[src/rtl/chacha_pkg.sv]
// rtl/chacha_pkg.sv - shared constants and state encoding for the ChaCha keystream sequencer
package chacha_pkg;

  localparam int BLOCK_BYTES      = 64;
  localparam int CTR_BYTES        = 4;
  localparam int CTR_ADDR_DEFAULT = 48;

  typedef enum logic [2:0] {
    ST_IDLE   = 3'd0,
    ST_LOAD   = 3'd1,
    ST_WAIT   = 3'd2,
    ST_STREAM = 3'd3,
    ST_ERR    = 3'd4
  } state_t;

endpackage

[src/rtl/chacha_keystream_ctrl.sv]
// rtl/chacha_keystream_ctrl.sv - ChaCha block-core sequencer: counter load, wait, keystream streaming
// Optional feature macro: COUNTER_WRAP_ERR_EN (counter wrap inside a run raises sticky err)
module chacha_keystream_ctrl
  import chacha_pkg::*;
#(
  parameter int CTR_ADDR = CTR_ADDR_DEFAULT,
  parameter int NBLK_W   = 16
) (
  input  logic              clk,
  input  logic              rst,
  input  logic              cfg_wr,
  input  logic [5:0]        cfg_addr,
  input  logic [7:0]        cfg_data,
  output logic              cfg_busy,
  input  logic              start,
  input  logic              stop,
  input  logic [31:0]       ctr_init,
  input  logic [NBLK_W-1:0] nblocks,
  output logic              ks_valid,
  input  logic              ks_ready,
  output logic [7:0]        ks_data,
  output logic              ks_last,
  output logic              done,
  output logic              err,
  output logic              blk_write,
  output logic [5:0]        blk_addr,
  output logic [7:0]        blk_data_in,
  input  logic              blk_ready,
  input  logic [7:0]        blk_data_out
);

  localparam logic [5:0] LAST_IDX = 6'(BLOCK_BYTES - 1);
  localparam logic [1:0] LAST_K   = 2'(CTR_BYTES - 1);

  state_t            state, state_n;
  logic [31:0]       ctr, ctr_n;
  logic [NBLK_W-1:0] remaining, remaining_n;
  logic [5:0]        idx, idx_n;
  logic [1:0]        ld_k, ld_k_n;
  logic              done_q, done_n;
  logic              block_end;

`ifdef COUNTER_WRAP_ERR_EN
  logic err_q, err_n;
  assign err = err_q;
`else
  assign err = 1'b0;
`endif

  assign cfg_busy  = (state != ST_IDLE);
  assign done      = done_q;
  assign block_end = (state == ST_STREAM) && ks_ready && (idx == LAST_IDX);

  always_ff @(posedge clk) begin
    if (rst) begin
      state     <= ST_IDLE;
      ctr       <= '0;
      remaining <= '0;
      idx       <= '0;
      ld_k      <= '0;
      done_q    <= 1'b0;
`ifdef COUNTER_WRAP_ERR_EN
      err_q     <= 1'b0;
`endif
    end else begin
      state     <= state_n;
      ctr       <= ctr_n;
      remaining <= remaining_n;
      idx       <= idx_n;
      ld_k      <= ld_k_n;
      done_q    <= done_n;
`ifdef COUNTER_WRAP_ERR_EN
      err_q     <= err_n;
`endif
    end
  end

  always_comb begin
    state_n     = state;
    ctr_n       = ctr;
    remaining_n = remaining;
    idx_n       = idx;
    ld_k_n      = ld_k;
    done_n      = 1'b0;
`ifdef COUNTER_WRAP_ERR_EN
    err_n       = err_q;
`endif
    case (state)
      ST_IDLE: begin
        if (start) begin
          ctr_n       = ctr_init;
          remaining_n = nblocks;
          ld_k_n      = '0;
          if (nblocks == '0) done_n = 1'b1;
          else               state_n = ST_LOAD;
        end
      end
      ST_LOAD: begin
        ld_k_n = ld_k + 2'd1;
        if (ld_k == LAST_K) state_n = ST_WAIT;
      end
      ST_WAIT: begin
        if (blk_ready) begin
          state_n = ST_STREAM;
          idx_n   = '0;
        end
      end
      ST_STREAM: begin
        if (ks_ready) idx_n = idx + 6'd1;
        if (block_end) begin
          remaining_n = remaining - NBLK_W'(1);
          ctr_n       = ctr + 32'd1;
          ld_k_n      = '0;
          if (remaining == NBLK_W'(1)) begin
            done_n  = 1'b1;
            state_n = ST_IDLE;
          end
`ifdef COUNTER_WRAP_ERR_EN
          else if (ctr == 32'hFFFF_FFFF) begin
            err_n   = 1'b1;
            state_n = ST_ERR;
          end
`endif
          else begin
            state_n = ST_LOAD;
          end
        end
      end
`ifdef COUNTER_WRAP_ERR_EN
      ST_ERR: ;
`endif
      default: state_n = ST_IDLE;
    endcase

    // Abort wins over everything; the core is left mid-computation and rewritten on the next run
    if (stop && state != ST_IDLE) begin
      state_n = ST_IDLE;
      done_n  = 1'b1;
`ifdef COUNTER_WRAP_ERR_EN
      err_n   = 1'b0;
`endif
    end
  end

  always_comb begin
    blk_write   = 1'b0;
    blk_addr    = '0;
    blk_data_in = '0;
    ks_valid    = 1'b0;
    ks_data     = '0;
    ks_last     = 1'b0;
    case (state)
      ST_IDLE: begin
        if (cfg_wr && !start) begin
          blk_write   = 1'b1;
          blk_addr    = cfg_addr;
          blk_data_in = cfg_data;
        end
      end
      ST_LOAD: begin
        blk_write   = 1'b1;
        blk_addr    = 6'(CTR_ADDR) + {4'd0, ld_k};
        blk_data_in = ctr[{ld_k, 3'b000} +: 8];
      end
      ST_STREAM: begin
        blk_addr = idx;
        ks_valid = 1'b1;
        ks_data  = blk_data_out;
        ks_last  = (idx == LAST_IDX);
      end
      default: ;
    endcase
  end

endmodule

[config.mk]
export PLATFORM = sky130hd
export DESIGN_NAME = chacha_keystream_ctrl
export DESIGN_NICKNAME = d
export VERILOG_FILES = /design/src/rtl/chacha_pkg.sv /design/src/rtl/chacha_keystream_ctrl.sv
export SDC_FILE = /design/constraint.sdc
export NUM_CORES = 1
export LEC_CHECK = 0
export BUFFER_PORTS_ARGS = -buffer_cell sky130_fd_sc_hd__buf_2
export CORE_MARGIN = 8
export CORE_UTILIZATION = 39
export DETAILED_ROUTE_END_ITERATION = 12
export PLACE_DENSITY = 0.72
export SLEW_MARGIN = 5
export SYNTH_ARGS = -nofsm -noshare
export SYNTH_HDL_FRONTEND = slang
export SYNTH_SLANG_ARGS = --single-unit
export TNS_END_PERCENT = 5
[constraint.sdc]
create_clock -name clk -period 2.09 [get_ports clk]
set_input_delay 0.418 -clock clk [delete_from_list [all_inputs] [get_ports clk]]
set_output_delay 0.418 -clock clk [all_outputs]
set_load 0.02 [all_outputs]
==> impl_results.md, run 1 <==
* Outcome: finished, violations left
* Failing checks: setup timing
* Count of TritonRoute iterations in the first routing pass at 6
* Post-Synthesis Cells at 558
* #FFs+latches synth at 59
* Placer's final routability congestion estimate at 0.908
* Worst-Skew Late Latency at 0.35 ns
* Pwr Density at 1230 mW/mm^2
* Sum of internal, switching and leakage power at 6.85 mW
* Max stage delay on crit path at 0.36 ns
* Std-Cell Core Area at 0.0107 mm^2
* Maximum number of pins on one net before global-route repair at 35
* Total number of H-tree levels at 3
* I/O pin total at 105
* Die Ht at 120 um
* Pre-CTS setup slack at -0.0619 ns
* Share of the clock period used by the worst path after layout at 1.04
* Area post-placement at 0.00525 mm^2
* First-iteration detailed-routing DRC count at 494
* Routed via count divided by cell count at 5.94
* Max-cap violations at 0
* Count of final setup violators at 12
* Number of pins exceeding their max-slew limit in the final report at 0
* Register area share after synthesis at 0.280
* Headroom to the max-slew limit at 0.671
* Static Leak at 2.23 nW
* Cell area after layout at 0.00557 mm^2
* Clock transition at the registers of the reported paths at 0.07 ns
* Area leader, netlist: dfxtp_1
* Clock tree from TritonCTS: done
* Final worst clock skew at 0.0114 ns
* Area fraction of the dominant cell type after synthesis at 0.280
* Number of nets with antenna violations after routing at 0
* Grt total ovfl at 0
* Sink count of the clock tree at 59
* Worst Hold Class: input pin to flip-flop
* Synthesized area per cell at 7.56 um^2
* Peak VDD IR at 0.863 mV
* Vias after detailed routing at 4,937
* Classification of the worst setup path: flip-flop to output port
* Largest cells by area after synthesis: dfxtp_1 28%, a21oi_1 6.2%, nand2_1 5.1%
* Die boundary width at 120 um
* Wirelength per Cell at 17.9 um
* Crit. End Element: output port
* Worst path buffer plus inverter count at 3
* Fraction of registers with async set or reset after synthesis at 0
* Highest net fanout along the worst path at 6
* Cell area after synthesis at 0.00422 mm^2
* Area grow syn2layout at 32.1%
* Worst path required time at 1.67 ns
* Number of CTS-inserted buffers at 9
* Net count, final at 773
* Hold WS at 0.372 ns
* Slowest cell on crit path: dfxtp_2
* Root buf cell: clkbuf_8
* Number of global-route vias before repair at 4,899
* Die footprint at 0.0144 mm^2
* Hold path start: stop
* Maximum clock path buffer count at 2
* Critical path launch point type: flip-flop
* R2r startpoint: ctr[13]
* Total routing resource utilization after global routing at 0.204
* Number of synthesized flops with an enable pin at 0
* Share of final-layout standard cells stronger than drive strength 1 at 0.318
* CP Launch Point: state[0]
* Ys Warns at 0
* Slew at the pin closest to its max-slew limit at 0.490 ns
* Synth Flop Type: dfxtp_1
* Antenna violations before repair at 0
* Number of I/O port buffers at 103
* Detailed-route wire length at 14.9 mm
* List of cells traversed by the critical path: inv_2, ha_4, inv_2, nor2_2, and2_4, a222oi_1, nor2_2, buf_2
* Post-detailed-route DRC marker count at 0
* Number of nets in the synthesized netlist at 645
* Fill cells at 1,026
* Starting density of the core at 0.394
* First-pass GRT wire length at 24.4 mm
* RSZ-0062 raised after global routing: true
* Final worst path period need at 2.17 ns
* Min setup slack post-route at -0.0778 ns
* Achievable frequency at 461 MHz
* CP delay by family, top: flip-flops
* Cell variety after synth at 67
* Final core occ at 0.521
* Arrival time worst endpoint at 1.75 ns
* Site Rows at 38
* Number of diodes at 0
* Final number of hold-violating endpoints at 0
* Final HPWL from detailed placement at 11.1 mm
-- cells in the final DEF, fill, tap and decap left out, drive strengths merged, types with 9 or more instances in the layout --
cell type,instances
clkbuf,15
o21ai,44
dfxtp,59
and2,14
nor3,10
inv,18
a21oi,52
nor2,46
nor2b,9
nor4,12
buf,157
nand3,25
a211oi,14
nand4,18
nand2,57
ha,10
-- worst paths after layout --
kind,to,slack (ns),cells after the start
setup / recovery,blk_addr[0],-0.08,8
setup reg to reg,ctr[18],0.08,5
hold reg to reg,remaining[1],0.51,2
hold / removal,state[1],0.37,4
-- layer usage --
metal  vias up  part of all wire  track usage
met5         -                 0            0
met4         0             0.026       0.0890
met3        33             0.073       0.0390
met2       245              0.50        0.352
met1      2301              0.40        0.243
li1       2358                 -            -
-- through the flow --
| stage | cells | TNS (ns) |
|---|---|---|
| 6_report | 831 | -0.512 |
| 5_1_grt | 831 | -1.30 |
| 4_1_cts | 831 | -0.818 |
| 3_5_place_dp | 811 | -0.103 |
| 3_3_place_gp | 811 | 0 |
| 2_1_floorplan | 558 | -0.00318 |
-- worst min-delay path: stages --
cell,delay [ns]
buf_2,0.08
nand2_1,0.06
nand2_1,0.08
a21oi_1,0.04
-- logic make-up after synthesis --
| group | Yosys count | synth area share |
|---|---|---|
| AOI/OAI and AO/OA | 188 | 0.294 |
| xor gates and xnor gates | 5 | 0.0104 |
| adders and majority gates | 10 | 0.0297 |
| buffers and inverters | 59 | 0.0561 |
| DFF | 59 | 0.280 |
| muxes | 11 | 0.0507 |
| other | 1 | 0.000889 |
| and+or+nand+nor | 225 | 0.278 |
-- synthesized netlist by cell type (10+ instances only) --
cell,count
a21oi_1,52
nor3_1,10
ha_1,10
inv_1,18
nand2_1,57
clkbuf_1,28
a211oi_1,14
nor2_1,46
nand4_1,17
nor4_1,10
and2_1,14
dfxtp_1,59
o21ai_0,42
nand3_1,24
-- sequential cells by signal, indices dropped and copies added (netlist names) --
register and count:
ld_k 2, remaining 16, state 2, idx 6, done 1, ctr 32
-- repair_timing --
action	CTS	global route
resized for setup	15	15
pin swaps	3	0
endpoints found under the setup margin	18	37
setup buffers	3	0
hold buffers	0	0
gates cloned	1	0
-- where the power goes --
group | switching [mW] | total [mW] | internal [mW]
Clock | 0.468 | 1.03 | 0.560
Combinational | 2.05 | 3.73 | 1.68
Sequential | 0.532 | 2.09 | 1.56
Total | 3.05 | 6.85 | 3.80
-- area by class of cell --
type,instances,area (um^2),area share
Multi-Input combinational cell,440,2890,0.519
Sequential cell,59,1190,0.214
Timing Repair Buffer,158,1050,0.188
Clock buffer,15,186,0.0335
Tap cell,140,175,0.0314
Inverter,18,70.1,0.0126
Clock inverter,1,5.00,0.000898
Note: power is estimated with default switching activity, not from simulation.
==> inputs of run 2 (changes only) <==
==> constraint.sdc (replaced) <==
create_clock -name clk -period 1.9 [get_ports clk]
set_input_delay 0.38 -clock clk [delete_from_list [all_inputs] [get_ports clk]]
set_output_delay 0.38 -clock clk [all_outputs]
set_load 0.02 [all_outputs]
==> run 2 against run 1 <==
The run still ends with setup timing left. Clock power hardly changed. Design area rose by 5.9%. Via count is 1.6% higher. Die area unchanged. Hold slack got worse by 0.041 ns. Clock skew grew 0.0069 ns. Largest power group unchanged.
==> impl_results.md, run 2 (synthesized netlist as in run 1, its figures left out) <==
* Maximum number of pins on one net before global-route repair at 71 (+100%)
* Classification of the worst setup path: flip-flop to output port
* List of cells traversed by the critical path: inv_4, ha_4, inv_4, nor2_4, and2_4, a222oi_1, nor2_2, buf_6
* Achievable frequency at 464 MHz
* Die boundary width at 120 um (unchanged)
* Highest net fanout along the worst path at 5 (-1)
* Wirelength per Cell at 17.7 um (-1.1%)
* Outcome: finished, violations left
* Clock tree from TritonCTS: done
* Sink count of the clock tree at 59 (unchanged)
* Max stage delay on crit path at 0.39 ns (+0.03 ns)
* Final worst path period need at 2.15 ns
* Final number of hold-violating endpoints at 0 (unchanged)
* Placer's final routability congestion estimate at 0.920 (+1.3%)
* Root buf cell: clkbuf_8
* Hold WS at 0.330 ns (-0.0412 ns)
* Final worst clock skew at 0.0182 ns (+0.00688 ns)
* Share of final-layout standard cells stronger than drive strength 1 at 0.366 (+0.0474)
* Grt total ovfl at 0 (unchanged)
* First-pass GRT wire length at 24.6 mm (+0.70%)
* Final core occ at 0.552 (+0.0306)
* Number of I/O port buffers at 103 (unchanged)
* Maximum clock path buffer count at 2 (unchanged)
* Cell area after layout at 0.00590 mm^2 (+5.9%)
* RSZ-0062 raised after global routing: true
* I/O pin total at 105 (unchanged)
* Crit. End Element: output port
* Peak VDD IR at 0.628 mV (-27%)
* Share of the clock period used by the worst path after layout at 1.13
* Worst path required time at 1.52 ns (-0.15 ns)
* Critical path launch point type: flip-flop
* Headroom to the max-slew limit at 0.661 (-0.0105)
* Arrival time worst endpoint at 1.77 ns (+0.02 ns)
* Final sum of negative setup slack at -3.23 ns (-2.72 ns)
* Die Ht at 120 um (unchanged)
* Worst Hold Class: input pin to flip-flop
* Std-Cell Core Area at 0.0107 mm^2 (unchanged)
* Area post-placement at 0.00549 mm^2 (+4.7%)
* Number of nets with antenna violations after routing at 0 (unchanged)
* Vias after detailed routing at 5,018 (+1.6%)
* Static Leak at 2.39 nW (+7.4%)
* Worst path buffer plus inverter count at 3 (unchanged)
* Number of diodes at 0 (unchanged)
* Area grow syn2layout at 39.9%
* CP Launch Point: state[0]
* Post-detailed-route DRC marker count at 0 (unchanged)
* Number of global-route vias before repair at 4,972 (+1.5%)
* Total number of H-tree levels at 3 (unchanged)
* Net count, final at 801 (+3.6%)
* Starting density of the core at 0.394 (unchanged)
* Clock transition at the registers of the reported paths at 0.07 ns (about the same)
* First-iteration detailed-routing DRC count at 426 (-14%)
* Number of CTS-inserted buffers at 9 (unchanged)
* Commonest cells after routing, fill and taps aside: 90 x buf_2, 79 x buf_4, 53 x nand2_1
* Number of pins exceeding their max-slew limit in the final report at 0 (unchanged)
* Antenna violations before repair at 0 (unchanged)
* Slowest cell on crit path: dfxtp_4
* Count of final setup violators at 23 (+11)
* Min setup slack post-route at -0.255 ns (-0.177 ns)
* Largest reg by FF count: ctr
* Number of flip-flops under the largest register name at 32 (unchanged)
* Pre-CTS setup slack at -0.205 ns (-0.144 ns)
* Detailed-route wire length at 15.2 mm (+2.2%)
* Worst-Skew Late Latency at 0.37 ns (+0.02 ns)
* Leading registers by flop count: ctr: 32 flops, remaining: 16 flops, idx: 6 flops
* Pwr Density at 1350 mW/mm^2 (+9.7%)
* Routed via count divided by cell count at 5.84 (-1.7%)
* Site Rows at 38 (unchanged)
* CP most frequent cell: inv_4
* Hold path start: ctr_init[30]
* R2r startpoint: state[0]
* Slew at the pin closest to its max-slew limit at 0.509 ns (+0.0195 ns)
* Final HPWL from detailed placement at 11.3 mm (+2.0%)
* Max-cap violations at 0 (unchanged)
* Total routing resource utilization after global routing at 0.209 (+0.00415)
* Failing checks: setup timing
* CP delay by family, top: flip-flops
* Most frequent standard cell in the layout excluding fill and tap cells: buf_2
* Die footprint at 0.0144 mm^2 (unchanged)
* Count of TritonRoute iterations in the first routing pass at 7 (+1)
[run 2: cell count changes in the layout (fill, tap and decap cells not counted), moves of 2 or more]
cell      previous run  this run
clkbuf_8            13        11
ha_4                 1         3
dfxtp_2              3        11
inv_2                2         0
buf_6                3        11
nor4b_4              0         2
nand2_4              0         2
inv_4                1         3
nor4b_1              3         1
buf_4               49        79
dfxtp_1             54        45
buf_2               99        90
[run 2: worst paths after layout]
check / to / slack (ns) / cells after the start
hold reg to reg: remaining[13] / 0.51 / 2
setup reg to reg: state[1] / -0.08 / 9
setup / recovery: blk_addr[1] / -0.25 / 8
hold / removal: ctr[30] / 0.33 / 3
[run 2: final cells by class]
type	count	area, um^2
well taps	140	175
inverters	18	75.1
multi-input cells	440	2980
fillers	990	4800
clock buffers	14	163
clock inverters	2	10.0
repair buffers	186	1290
flip-flops and latches	59	1210
[run 2: timing repair]
action	CTS	global route
pin swaps	10	11
hold buffers	0	0
hold endpoints to repair	0	0
setup endpoints to repair	41	66
gates resized for setup	40	25
buffers inserted	2	2
[run 2: worst min-delay path, stage by stage]
cell and delay [ns]:
buf_2 0.11, nand3_1 0.07, a31oi_1 0.07
[run 2: metal layers]
layer	part of all wire	vias to the layer above	GRT usage
met5	0	-	0
li1	-	2426	-
met2	0.49	236	0.346
met4	0.024	0	0.112
met1	0.40	2334	0.254
met3	0.082	22	0.0338
[run 2: power by group]
| group | leakage, nW | switching, mW | internal [mW] |
|---|---|---|---|
| registers | 0.492 | 0.535 | 1.73 |
| logic | 1.81 | 2.44 | 2.18 |
| clock network | 0.0905 | 0.523 | 0.542 |
[run 2: through the flow]
step | instances | total power [mW]
2_1_floorplan | 558 | 4.70
3_3_place_gp | 839 | 6.43
3_5_place_dp | 839 | 6.55
4_1_cts | 857 | 7.80
5_1_grt | 859 | 8.47
6_report | 859 | 7.96
==> inputs of run 3 (changes only) <==
--- a/config.mk
+++ b/config.mk
@@ -7,9 +7,9 @@
 export LEC_CHECK = 0
 export BUFFER_PORTS_ARGS = -buffer_cell sky130_fd_sc_hd__buf_2
 export CORE_MARGIN = 8
-export CORE_UTILIZATION = 39
+export CORE_UTILIZATION = 27
 export DETAILED_ROUTE_END_ITERATION = 12
-export PLACE_DENSITY = 0.72
+export PLACE_DENSITY = 0.56
 export SLEW_MARGIN = 5
 export SYNTH_ARGS = -nofsm -noshare
 export SYNTH_HDL_FRONTEND = slang
==> run 3 against run 2 <==
The run still ends with setup timing left. First-iteration DRC count up 0.23%. Global-route usage down 4.8 points. Maximum frequency up 2.1%. Flip-flop and latch count unchanged. Wire length up 7.2%. Critical path depth down 4. Critical path type unchanged. Sequential share of layout area down 0.62 points. Core utilization down 16 points.
==> impl_results.md, run 3 (synthesized netlist as in run 1, its figures left out) <==
* Number of pins exceeding their max-slew limit in the final report at 0 (unchanged)
* Hold path endpoint: remaining[9]
* Slew at the pin closest to its max-slew limit at 0.558 ns (+0.0489 ns)
* Worst-Skew Late Latency at 0.33 ns (-0.04 ns)
* Number of diodes at 0 (unchanged)
* Share of the clock period used by the worst path after layout at 1.11 (-0.0238)
* Max stage delay on crit path at 0.54 ns (+0.15 ns)
* Highest net fanout along the worst path at 7 (+2)
* Routed via count divided by cell count at 5.44 (-6.9%)
* Min setup slack post-route at -0.209 ns (+0.0452 ns)
* Maximum clock path buffer count at 2 (unchanged)
* Number of CTS-inserted buffers at 9 (unchanged)
* Count of TritonRoute iterations in the first routing pass at 5 (-2)
* Peak VDD IR at 0.553 mV (-12%)
* Sink count of the clock tree at 59 (unchanged)
* Antenna violations before repair at 0 (unchanged)
* Leading registers by flop count: ctr: 32 flops, remaining: 16 flops, idx: 6 flops
* Achievable frequency at 474 MHz (+2.1%)
* Classification of the worst setup path: flip-flop to output port
* Arrival time worst endpoint at 1.73 ns (-0.04 ns)
* Clock transition at the registers of the reported paths at 0.05 ns (-0.02 ns)
* RSZ-0062 raised after global routing: true
* Worst Hold Class: input pin to flip-flop
* Cell count of the worst reg-to-reg path at 7 (-2)
* Reg2reg end: state[0]
* Static Leak at 2.39 nW (about the same)
* Count of final setup violators at 23 (unchanged)
* Max-cap violations at 0 (unchanged)
* Share of final-layout standard cells stronger than drive strength 1 at 0.358 (-0.00774)
* Std-Cell Core Area at 0.0153 mm^2 (+43%)
* CP Launch Point: ld_k[0]
* Worst path buffer plus inverter count at 2 (-1)
* Maximum number of pins on one net before global-route repair at 58 (-18%)
* Die Ht at 141 um (+17%)
* Starting density of the core at 0.276 (-0.118)
* Final sum of negative setup slack at -2.81 ns (+0.420 ns)
* First-iteration detailed-routing DRC count at 427 (+0.23%)
* I/O pin total at 105 (unchanged)
* Final worst path period need at 2.11 ns (-0.0452 ns)
* Die boundary width at 141 um (+17%)
* Final worst clock skew at 0.00468 ns (-0.0136 ns)
* Most frequent standard cell in the layout excluding fill and tap cells: buf_2
* Die footprint at 0.0199 mm^2 (+38%)
* R2r startpoint: state[1]
* Clock tree from TritonCTS: done
* Cell area after layout at 0.00604 mm^2 (+2.3%)
* Root buf cell: clkbuf_16
* Number of I/O port buffers at 103 (unchanged)
* Worst path required time at 1.52 ns (about the same)
* Grt total ovfl at 0 (unchanged)
* Net count, final at 799 (-0.25%)
* Headroom to the max-slew limit at 0.628 (-0.0326)
* Critical path launch point type: flip-flop
* CP delay by family, top: multiplexers
* List of cells traversed by the critical path: buf_12, mux4_2, a22o_1, buf_2
* First-pass GRT wire length at 26.0 mm (+5.8%)
* Number of buffers inserted for hold repair after clock tree synthesis at 0 (unchanged)
* Number of nets with antenna violations after routing at 0 (unchanged)
* Wirelength per Cell at 17.6 um (-0.57%)
* Site Rows at 45 (+18%)
* Total number of H-tree levels at 3 (unchanged)
* Crit. End Element: output port
* Number of flip-flops under the largest register name at 32 (unchanged)
* Number of global-route vias before repair at 5,023 (+1.0%)
* Detailed-route wire length at 16.3 mm (+7.2%)
* Area grow syn2layout at 43.1%
* Buffers inserted during post-CTS setup optimization at 0 (-2)
* Area post-placement at 0.00557 mm^2 (+1.4%)
* Post-detailed-route DRC marker count at 0 (unchanged)
* Depth of the worst hold-timing path at 3 (unchanged)
* Vias after detailed routing at 5,034 (+0.32%)
* Final HPWL from detailed placement at 12.2 mm (+8.2%)
* Pwr Density at 1380 mW/mm^2 (+2.2%)
* Hold path start: nblocks[9]
* FF-to-FF setup slack at 0.04 ns (+0.12 ns)
* Total routing resource utilization after global routing at 0.161 (-0.0478)
* Failing checks: setup timing
* Largest reg by FF count: ctr
* Placer's final routability congestion estimate at 0.860 (-6.5%)
* Final number of hold-violating endpoints at 0 (unchanged)
* Outcome: finished, violations left
* Commonest cells after routing, fill and taps aside: 87 x buf_2, 83 x buf_4, 55 x nand2_1
* Slowest cell on crit path: mux4_2
run 3: cell count changes in the layout (fill, tap and decap cells not counted), moves of 4 or more:
cell	previous run	this run
clkbuf_8	11	2
buf_4	79	83
clkbuf_16	0	9
dfxtp_1	45	53
dfxtp_2	11	3
run 3: layout make-up:
class,count,area [um^2]
tap,211,264
sequential,59,1200
clock buffer,11,253
inverter,18,72.6
timing repair buffer,184,1270
multi-input combinational,440,2960
fill,1575,9220
clock inverter,3,15.0
run 3: power breakdown:
part / internal (mW) / leakage [nW] / switching (mW) / total (mW)
Combinational: 2.10 / 1.77 / 2.45 / 4.55
Clock: 0.931 / 0.137 / 0.580 / 1.51
Sequential: 1.72 / 0.489 / 0.541 / 2.26
run 3: metrics by stage:
stage / cells / util / setup WS, ns / power, mW / hold WS [ns]
global route: 926 / 0.396 / -0.256 / 8.86 / 0.370
CTS: 926 / 0.389 / -0.232 / 8.19 / 0.335
detailed placement: 912 / 0.365 / -0.378 / 6.54 / 0.492
finish: 926 / 0.396 / -0.209 / 8.32 / 0.341
floorplan: 558 / - / -0.00352 / 4.70 / 0.465
global placement: 912 / 0.365 / -0.314 / 6.45 / 0.483
run 3: tightest hold or removal path, delay by kind of cell:
family,cells,cell delay (ns)
AO/OA/AOI/OAI,2,0.15
buffers and inverters,1,0.09
run 3: how the worst max path moves through the flow:
stage | endpoint | slack [ns] | cells after the start
2_1_floorplan | ctr[18] | -0.004 | 6
3_3_place_gp | state[1] | -0.31 | 8
3_5_place_dp | state[1] | -0.38 | 8
4_1_cts | blk_data_in[7] | -0.23 | 4
5_1_grt | blk_data_in[7] | -0.26 | 4
6_report | blk_data_in[6] | -0.21 | 4
run 3: timing repair:
item | in CTS | in global routing
endpoints found under the setup margin | 37 | 73
gates cloned | 0 | 0
hold endpoints to repair | 0 | 0
gates resized for setup | 32 | 31
pin swaps | 11 | 10
run 3: layer usage:
layer	wire length (um)	vias to the layer above	track usage
li1	-	2408	-
met3	985	22	0.0419
met2	7880	170	0.271
met4	319	0	0.0464
met1	7130	2434	0.198
met5	0	-	0
